<file path="config.mk">
export PLATFORM = sky130hd
export DESIGN_NAME = i2c_write_master_flat
export DESIGN_NICKNAME = d
export VERILOG_FILES = /design/src/rtl/i2c_pkg.sv /design/src/rtl/i2c_write_master_if.sv /design/src/rtl/i2c_write_master.sv /design/src/flat_wrapper.sv
export SDC_FILE = /design/constraint.sdc
export NUM_CORES = 1
export LEC_CHECK = 0
export BUFFER_PORTS_ARGS = -buffer_cell sky130_fd_sc_hd__buf_2
export CORE_MARGIN = 8
export CORE_UTILIZATION = 35
export CTS_BUF_LIST = sky130_fd_sc_hd__clkbuf_4
export CTS_CLUSTER_DIAMETER = 200
export DETAILED_ROUTE_END_ITERATION = 8
export HOLD_SLACK_MARGIN = 0.05
export PLACE_DENSITY = 0.59
export SLEW_MARGIN = 40
export SYNTH_ARGS = -nofsm -noshare
export SYNTH_HDL_FRONTEND = slang
export SYNTH_SLANG_ARGS = --single-unit
</file>
<file path="constraint.sdc">
create_clock -name clk -period 2.55 [get_ports clk]
set_input_delay 0 -clock clk [delete_from_list [all_inputs] [get_ports clk]]
set_output_delay 0 -clock clk [all_outputs]
set_load 0.1 [all_outputs]
</file>
<file path="src/rtl/i2c_pkg.sv">
// Shared definitions for the I2C write master: FSM states, phase constants
// and the expected tick count of a fully ACKed transaction.
package i2c_pkg;

    typedef enum logic [2:0] {
        ST_IDLE,
        ST_START,
        ST_BIT,
        ST_ACK,
        ST_STOP
    } state_t;

    localparam logic [1:0] PH0 = 2'd0;
    localparam logic [1:0] PH1 = 2'd1;
    localparam logic [1:0] PH2 = 2'd2;
    localparam logic [1:0] PH3 = 2'd3;

    localparam int START_TICKS = 2;
    localparam int BIT_TICKS   = 4;
    localparam int STOP_TICKS  = 3;

    localparam logic [1:0] START_LAST = 2'(START_TICKS - 1);
    localparam logic [1:0] STOP_LAST  = 2'(STOP_TICKS - 1);

    // Ticks spent outside IDLE for nbytes bytes, each 8 data bits plus an ACK slot.
    function automatic int txn_ticks(input int nbytes);
        return START_TICKS + BIT_TICKS * 9 * nbytes + STOP_TICKS;
    endfunction

endpackage

</file>
<file path="src/rtl/i2c_write_master_if.sv">
// Request/status and bus-pin bundle between the I2C write master and its
// surroundings (tick source, requester, SDA/SCL pads).
interface i2c_write_master_if #(
    parameter int DATA_BYTES = 2
);
    logic                    tick;
    logic                    start;
    logic [7:0]              dev_addr;
    logic [8*DATA_BYTES-1:0] reg_data;
    logic                    ready;
    logic                    ack_ok;
    logic                    nack;
    logic                    scl_o;
    logic                    sda_oe;
    logic                    sda_i;

    modport master (
        input  tick, start, dev_addr, reg_data, sda_i,
        output ready, ack_ok, nack, scl_o, sda_oe
    );

    modport slave (
        output tick, start, dev_addr, reg_data, sda_i,
        input  ready, ack_ok, nack, scl_o, sda_oe
    );

endinterface

</file>
<file path="src/rtl/i2c_write_master.sv">
// Write-only I2C master: START, address byte, DATA_BYTES payload bytes each
// followed by an ACK slot, then STOP. Timing is paced by an external 4x tick.
module i2c_write_master
    import i2c_pkg::*;
#(
    parameter int DATA_BYTES = 2
) (
    input  logic               clk,
    input  logic               reset,
    i2c_write_master_if.master bus
);
    localparam int NBYTES  = DATA_BYTES + 1;
    localparam int SHIFT_W = 8 * NBYTES;
    localparam int BYTE_W  = $clog2(NBYTES + 1);

    state_t              state, state_nx;
    logic [1:0]          phase;
    logic [2:0]          bit_cnt;
    logic [BYTE_W-1:0]   byte_cnt;
    logic [SHIFT_W-1:0]  shreg;
    logic [1:0]          sda_sync;
    logic                ack_bit;
    logic                ack_ok;
    logic                nack;
    logic                scl;
    logic                sda_pull;

    always_ff @(posedge clk) begin
        sda_sync <= {sda_sync[0], bus.sda_i};
    end

    always_ff @(posedge clk) begin
        if (reset) begin
            state    <= ST_IDLE;
            phase    <= PH0;
            bit_cnt  <= '0;
            byte_cnt <= '0;
            ack_bit  <= 1'b0;
            ack_ok   <= 1'b0;
            nack     <= 1'b0;
        end else begin
            state <= state_nx;
            if (state == ST_IDLE) begin
                phase <= PH0;
                if (bus.start) begin
                    shreg    <= {bus.dev_addr, bus.reg_data};
                    bit_cnt  <= 3'd7;
                    byte_cnt <= '0;
                    ack_ok   <= 1'b0;
                    nack     <= 1'b0;
                end
            end else if (bus.tick) begin
                phase <= (state_nx != state) ? PH0 : phase + 2'd1;
                // The shift at the end of bit 0 also brings the next byte's MSB to the top.
                if (state == ST_BIT && phase == PH3) begin
                    shreg   <= {shreg[SHIFT_W-2:0], 1'b0};
                    bit_cnt <= bit_cnt - 3'd1;
                end
                if (state == ST_ACK && phase == PH2)
                    ack_bit <= sda_sync[1];
                if (state == ST_ACK && phase == PH3) begin
                    byte_cnt <= byte_cnt + BYTE_W'(1);
                    if (ack_bit)
                        nack <= 1'b1;
                end
                if (state == ST_STOP && phase == STOP_LAST)
                    ack_ok <= ~nack;
            end
        end
    end

    always_comb begin
        state_nx = state;
        case (state)
            ST_IDLE:  if (bus.start) state_nx = ST_START;
            ST_START: if (bus.tick && phase == START_LAST) state_nx = ST_BIT;
            ST_BIT:   if (bus.tick && phase == PH3 && bit_cnt == 3'd0) state_nx = ST_ACK;
            ST_ACK: begin
                if (bus.tick && phase == PH3)
                    state_nx = (ack_bit || byte_cnt == BYTE_W'(DATA_BYTES)) ? ST_STOP : ST_BIT;
            end
            ST_STOP:  if (bus.tick && phase == STOP_LAST) state_nx = ST_IDLE;
            default:  state_nx = ST_IDLE;
        endcase
    end

    always_comb begin
        scl      = 1'b1;
        sda_pull = 1'b0;
        case (state)
            ST_START: sda_pull = (phase == PH1);
            ST_BIT: begin
                scl      = (phase == PH1) || (phase == PH2);
                sda_pull = ~shreg[SHIFT_W-1];
            end
            ST_ACK:   scl = (phase == PH1) || (phase == PH2);
            ST_STOP: begin
                scl      = (phase != PH0);
                sda_pull = (phase != STOP_LAST);
            end
            default: begin
                scl      = 1'b1;
                sda_pull = 1'b0;
            end
        endcase
    end

    assign bus.ready  = (state == ST_IDLE);
    assign bus.ack_ok = ack_ok;
    assign bus.nack   = nack;
    assign bus.scl_o  = scl;
    assign bus.sda_oe = sda_pull;

endmodule

</file>
<file path="src/flat_wrapper.sv">
// flat-port wrapper written by rule: the top's interface ports become plain ports
module i2c_write_master_flat import i2c_pkg::*;
#(
    parameter int DATA_BYTES = 2
)
  (clk, reset, bus_tick, bus_start, bus_dev_addr, bus_reg_data, bus_sda_i, bus_ready, bus_ack_ok, bus_nack, bus_scl_o, bus_sda_oe);
  i2c_write_master_if #(.DATA_BYTES(DATA_BYTES)) bus_i ();
  input  logic clk;
  input  logic reset;
  input wire logic [$bits(bus_i.tick)-1:0] bus_tick;
  input wire logic [$bits(bus_i.start)-1:0] bus_start;
  input wire logic [$bits(bus_i.dev_addr)-1:0] bus_dev_addr;
  input wire logic [$bits(bus_i.reg_data)-1:0] bus_reg_data;
  input wire logic [$bits(bus_i.sda_i)-1:0] bus_sda_i;
  output wire logic [$bits(bus_i.ready)-1:0] bus_ready;
  output wire logic [$bits(bus_i.ack_ok)-1:0] bus_ack_ok;
  output wire logic [$bits(bus_i.nack)-1:0] bus_nack;
  output wire logic [$bits(bus_i.scl_o)-1:0] bus_scl_o;
  output wire logic [$bits(bus_i.sda_oe)-1:0] bus_sda_oe;
  assign bus_i.tick = bus_tick;
  assign bus_i.start = bus_start;
  assign bus_i.dev_addr = bus_dev_addr;
  assign bus_i.reg_data = bus_reg_data;
  assign bus_i.sda_i = bus_sda_i;
  assign bus_ready = bus_i.ready;
  assign bus_ack_ok = bus_i.ack_ok;
  assign bus_nack = bus_i.nack;
  assign bus_scl_o = bus_i.scl_o;
  assign bus_sda_oe = bus_i.sda_oe;
  i2c_write_master #(.DATA_BYTES(DATA_BYTES)) u_core (.clk(clk), .reset(reset), .bus(bus_i));
endmodule
</file>
### Yosys cells after proc, flatten, opt, wreduce, memory -nomap -nowiden

Index checks and enable logic that the tools add are counted.

* bits in registers: 39
* bits of input ports: 29
* output and inout port bits: 5
* logic and storage cells: 83

* add/sub/neg operators: 3
* equal/unequal tests: 11
* multiplexer cells: 30
* bitwise operators: 4
* reductions and logical operators: 26

Operator list (count)
* $mux 24: 4
* $mux 3: 10
* $pmux 3 s5: 1
* $reduce_and 3->1: 4
* $reduce_bool 2->1: 6
* $mux 2: 5
* $logic_and 1x1->1: 8
* $mux 1: 8
* $reduce_and 4->1: 2
* $eq 2x2->1 const B: 3
* $eq 3x2->1 const B: 2
* $logic_not 3->1: 2
* $add 2x1->2 const B: 2
* $ne 2x2->1 const B: 2
* $not 1->1: 4
* $reduce_or 2->1: 2
* $eq 3x1->1 const B: 1
* $eq 3x3->1 const B: 1
* $ne 3x3->1: 1
* $pmux 1 s3: 1
* $sub 3x1->3 const B: 1
* $eq 2x1->1 const B: 1
* $logic_or 1x1->1: 2
* $pmux 1 s2: 1

### Longest topological paths before layout

* depth in word-level cells: 7
* gate-level depth with buffers: 6

### Least setup slack after synthesis

Ideal clock, no wire load.

* path kind: flip-flop to output port
* start point: register u_core.state[2]
* end point: output port bus_scl_o
* arrival time: 2338 ps
* required time: 2550 ps
* slack: 212 ps
* cell stages (with the launch flop): 4
* buffers on the path: 1
* path through: dfxtp_1 > clkbuf_1 > nor3_1 > a31oi_1

* cells in the longest elaborated chain, start to end: 3

Ends and longest elaborated chain
* from (decl): RTL line i2c_write_master.sv:16 `state_t state, state_nx;`
* from (signal assigned): RTL line i2c_write_master.sv:42 `state <= state_nx;`
* $eq 3x2->1: RTL line i2c_write_master.sv:90 `case (state)`
* $reduce_or 2->1 (no line)
* $pmux 1 s2 *: RTL line i2c_write_master.sv:90
* to (decl): RTL line flat_wrapper.sv:18 `output wire logic [$bits(bus_i.scl_o)-1:0] bus_scl_o;`

Mark *: on every way between the ends. The rest lies on a longest branch, timed or not.

### Worst setup path after layout

* start point: register u_core.state[2]
* end point: output port bus_sda_oe

* cells in the longest elaborated chain, start to end: 2

Ends and longest elaborated chain
* $eq 3x3->1 (tied with other cells): RTL line i2c_write_master.sv:90
* $pmux 1 s3 *: RTL line i2c_write_master.sv:90
* to (decl): RTL line flat_wrapper.sv:19 `output wire logic [$bits(bus_i.sda_oe)-1:0] bus_sda_oe;`

Marked as above.

==> impl_metrics.yaml <==
layout:
  drive_gt1_frac: 0.343
  nets: 248
  n_fill_cell: 485
  final_cell_mix: "buf_2 (33), dlygate4sd3_1 (27), mux2_2 (25)"
  final_util: 0.480
  final_common_cell: "buf_2"
  area_growth_pct: 32.6
setup_path:
  critPathBufInv: 1
  rr_endpoint: "u_core.shreg[6]"
  cpPeakStageDelay_ns: 0.71
  crit_type: "reg2out"
  reg2reg_depth: 4
  r2r_start: "u_core.state[1]"
  cpLargestDelayFamily: "flip-flops"
  crit_required_ns: 2.55
  critPathMaxFanout: 16
  worstPathArrival_ns: 2.15
  startpoint_type: "register"
  endpoint_kind: "output port"
  slowest_stage: "dfxtp_1"
  worst-path-stages: 3
  ff2ff_setup_slack_ns: 0.42
  path_cells: "or3b_1 -> o22ai_1 -> buf_2"
clocking:
  cts_max_level: 2
  cts_buffers: 5
  cts_root_buf: "clkbuf_4"
  clk_pin_slew_worst_paths_ns: 0.12
  cts_tree: "done"
  insertion_delay_ns: 0.35
  clockBufferDepth: 2
  postCtsResizedCells: 0
  cts_sinks: 39
  cts_setup_buffers: 0
logic_synthesis:
  syn_nets: 185
  synth_top_family_by_area: "multiplexers"
  synth_compound_area_frac: 0.0736
  yosys-top-cells-area: "edfxtp_1 (39%), dfxtp_1 (16%), mux2_2 (15%), ha_1 (4.8%), a21oi_1 (2.2%)"
  synth-seq-cells: 39
  async_reset_ff_frac: 0
  netlist_instances: 149
  syn_avg_cell_area_um2: 12.3
  yosys.area_share.simple: 0.117
  synthAdderAreaFrac: 0.0477
  synth.area.mux_share: 0.164
  yosys.area.top_type: "edfxtp_1"
  yosysSeqAreaShare: 0.556
  yosysTopAreaCellShare: 0.392
  synth-edff-count: 24
  yosysWarnings: 0
  synth_area_mm2: 0.00184
  ys_types: 35
  synthFlopType: "edfxtp_1"
  synth_xor_area_frac: 0.00477
floorplanning:
  pin_count: 34
  die_y_um: 88.4
  core_area_mm2: 0.00507
  rows: 26
  die_area_mm2: 0.00782
  die_width_um: 88.4
  start_util: 0.362
sta:
  skew_ns: 0.0198
  rsz0062_at_grt: "no"
  slew_violations: 0
  slew_headroom: 0.616
  setup_viol: 0
  post-route-period-util: 0.843
  final.setup.tns_ns: 0
  hold_viol: 0
  fmax_ghz: 0.465
  worst_pin_slew_ns: 0.575
  min_period_ns: 2.15
global_route:
  grt_max_degree: 27
  grt.overflow.total: 0
  grt_pass1_vias: 1386
  grt_antenna_before_repair: 1
  grt_pass1_wl_mm: 6.41
  grtUsageTotal: 0.106
place:
  gp_congestion: 0.824
  port_buffers: 33
  dp_hpwl_mm: 2.61
pwr:
  power.density_mw_per_mm2: 543
  p_leak_uw: 0.000914
  power_uw: 1320
  ir_worst_vdd_v: 0.000313
route:
  dr.pass1.iters: 4
  vias: 1338
  finalWirelength_mm: 3.81
  antenna_left: 0
  drt-wirelength-per-cell_um: 13.4
  drc: 0
  vias_per_cell: 4.71
  drt_iter0_markers: 54
min_path:
  whs_path_depth: 3
  holdCritStartpoint: "bus_start"
  min_path_type: "in2reg"
  hold_end: "u_core.bit_cnt[2]"
job:
  maxCapViolCount: 0
run_status:
  status: "finished, final reports clean"
-- kinds of logic (layout without fill, tap and decap cells) --
group                      Yosys count  in the layout
AOI/OAI and AO/OA                   22             22
xor gates and xnor gates             1              1
adders and majority gates            7              7
buffers and inverters               15             79
DFF                                 39             39
muxes                               27             27
other                                0              1
and+or+nand+nor                     38             38
-- metal layers --
metal	vias to the layer above	track usage	routed length (um)
li1	678	-	-
met1	630	0.118	1720
met2	22	0.179	1870
met3	8	0.0279	137
met4	0	0.0584	68
met5	-	0	0
-- sequential cells by signal, summed over array words and instances, names as in the netlist --
| signal | flops |
|---|---|
| u_core.ack_bit | 1 |
| u_core.bit_cnt | 3 |
| u_core.bus.ack_ok | 1 |
| u_core.bus.nack | 1 |
| u_core.byte_cnt | 2 |
| u_core.phase | 2 |
| u_core.sda_sync | 2 |
| u_core.shreg | 24 |
| u_core.state | 3 |
-- worst reg2reg max path: cells and delay by family, from the launching register on --
family	cells	cell delay, ns
and+or+nand+nor	2	0.72
DFF	1	0.60
buffers and inverters	1	0.31
AOI/OAI and AO/OA	1	0.17
-- cell usage after synthesis (2+ instances only) --
library cell	count
mux2_2	25
edfxtp_1	24
dfxtp_1	15
a21oi_1	8
inv_1	8
nand2_1	8
ha_1	7
nor2_1	7
nor3_1	7
a31oi_1	3
buf_2	3
a211oi_1	2
buf_4	2
clkbuf_1	2
mux2i_1	2
nand2b_1	2
nand3_1	2
nor3_2	2
o21ai_0	2
o22ai_1	2
o31ai_1	2
-- cell type report --
type | count | area (um2) | share of cell area
Sequential cell | 39 | 1020 | 0.419
Clock buffer | 6 | 45.0 | 0.0185
Tap cell | 70 | 87.6 | 0.0360
Inverter | 8 | 30.0 | 0.0123
Clock inverter | 2 | 37.5 | 0.0154
Timing Repair Buffer | 63 | 458 | 0.188
Multi-Input combinational cell | 95 | 754 | 0.310
Antenna cell | 1 | 2.50 | 0.00103
-- through the flow --
step / hold WS, ns / setup slack [ns] / std cells / instance area (um2)
floorplan: 0.0277 / 0.212 / 149 / 1840
finish: 0.130 / 0.401 / 284 / 2440
global route: 0.122 / 0.251 / 284 / 2440
global placement: 0.106 / 0.572 / 248 / 2080
CTS: 0.120 / 0.400 / 283 / 2430
detailed placement: 0.112 / 0.475 / 248 / 2080
-- what timing repair did --
item,CTS,global route
hold endpoints to repair,37,0
hold buffers,27,0
setup endpoints to repair,0,0
-- worst max-delay path by stage --
stage / start / end / slack, ns
2_1_floorplan: u_core.state[2] / bus_scl_o / 0.21
3_3_place_gp: u_core.state[1] / u_core.shreg[13] / 0.57
3_5_place_dp: u_core.state[1] / u_core.shreg[13] / 0.47
4_1_cts: u_core.state[2] / bus_sda_oe / 0.40
5_1_grt: u_core.state[1] / u_core.shreg[3] / 0.25
6_report: u_core.state[2] / bus_sda_oe / 0.40
-- report_power, final --
group	switching [uW]	total [uW]	internal (uW)	leakage, uW
registers	14.7	719	705	0.000346
clock network	206	423	218	0.0000419
logic	79.0	180	101	0.000526
Note: power is estimated with default switching activity, not from simulation.
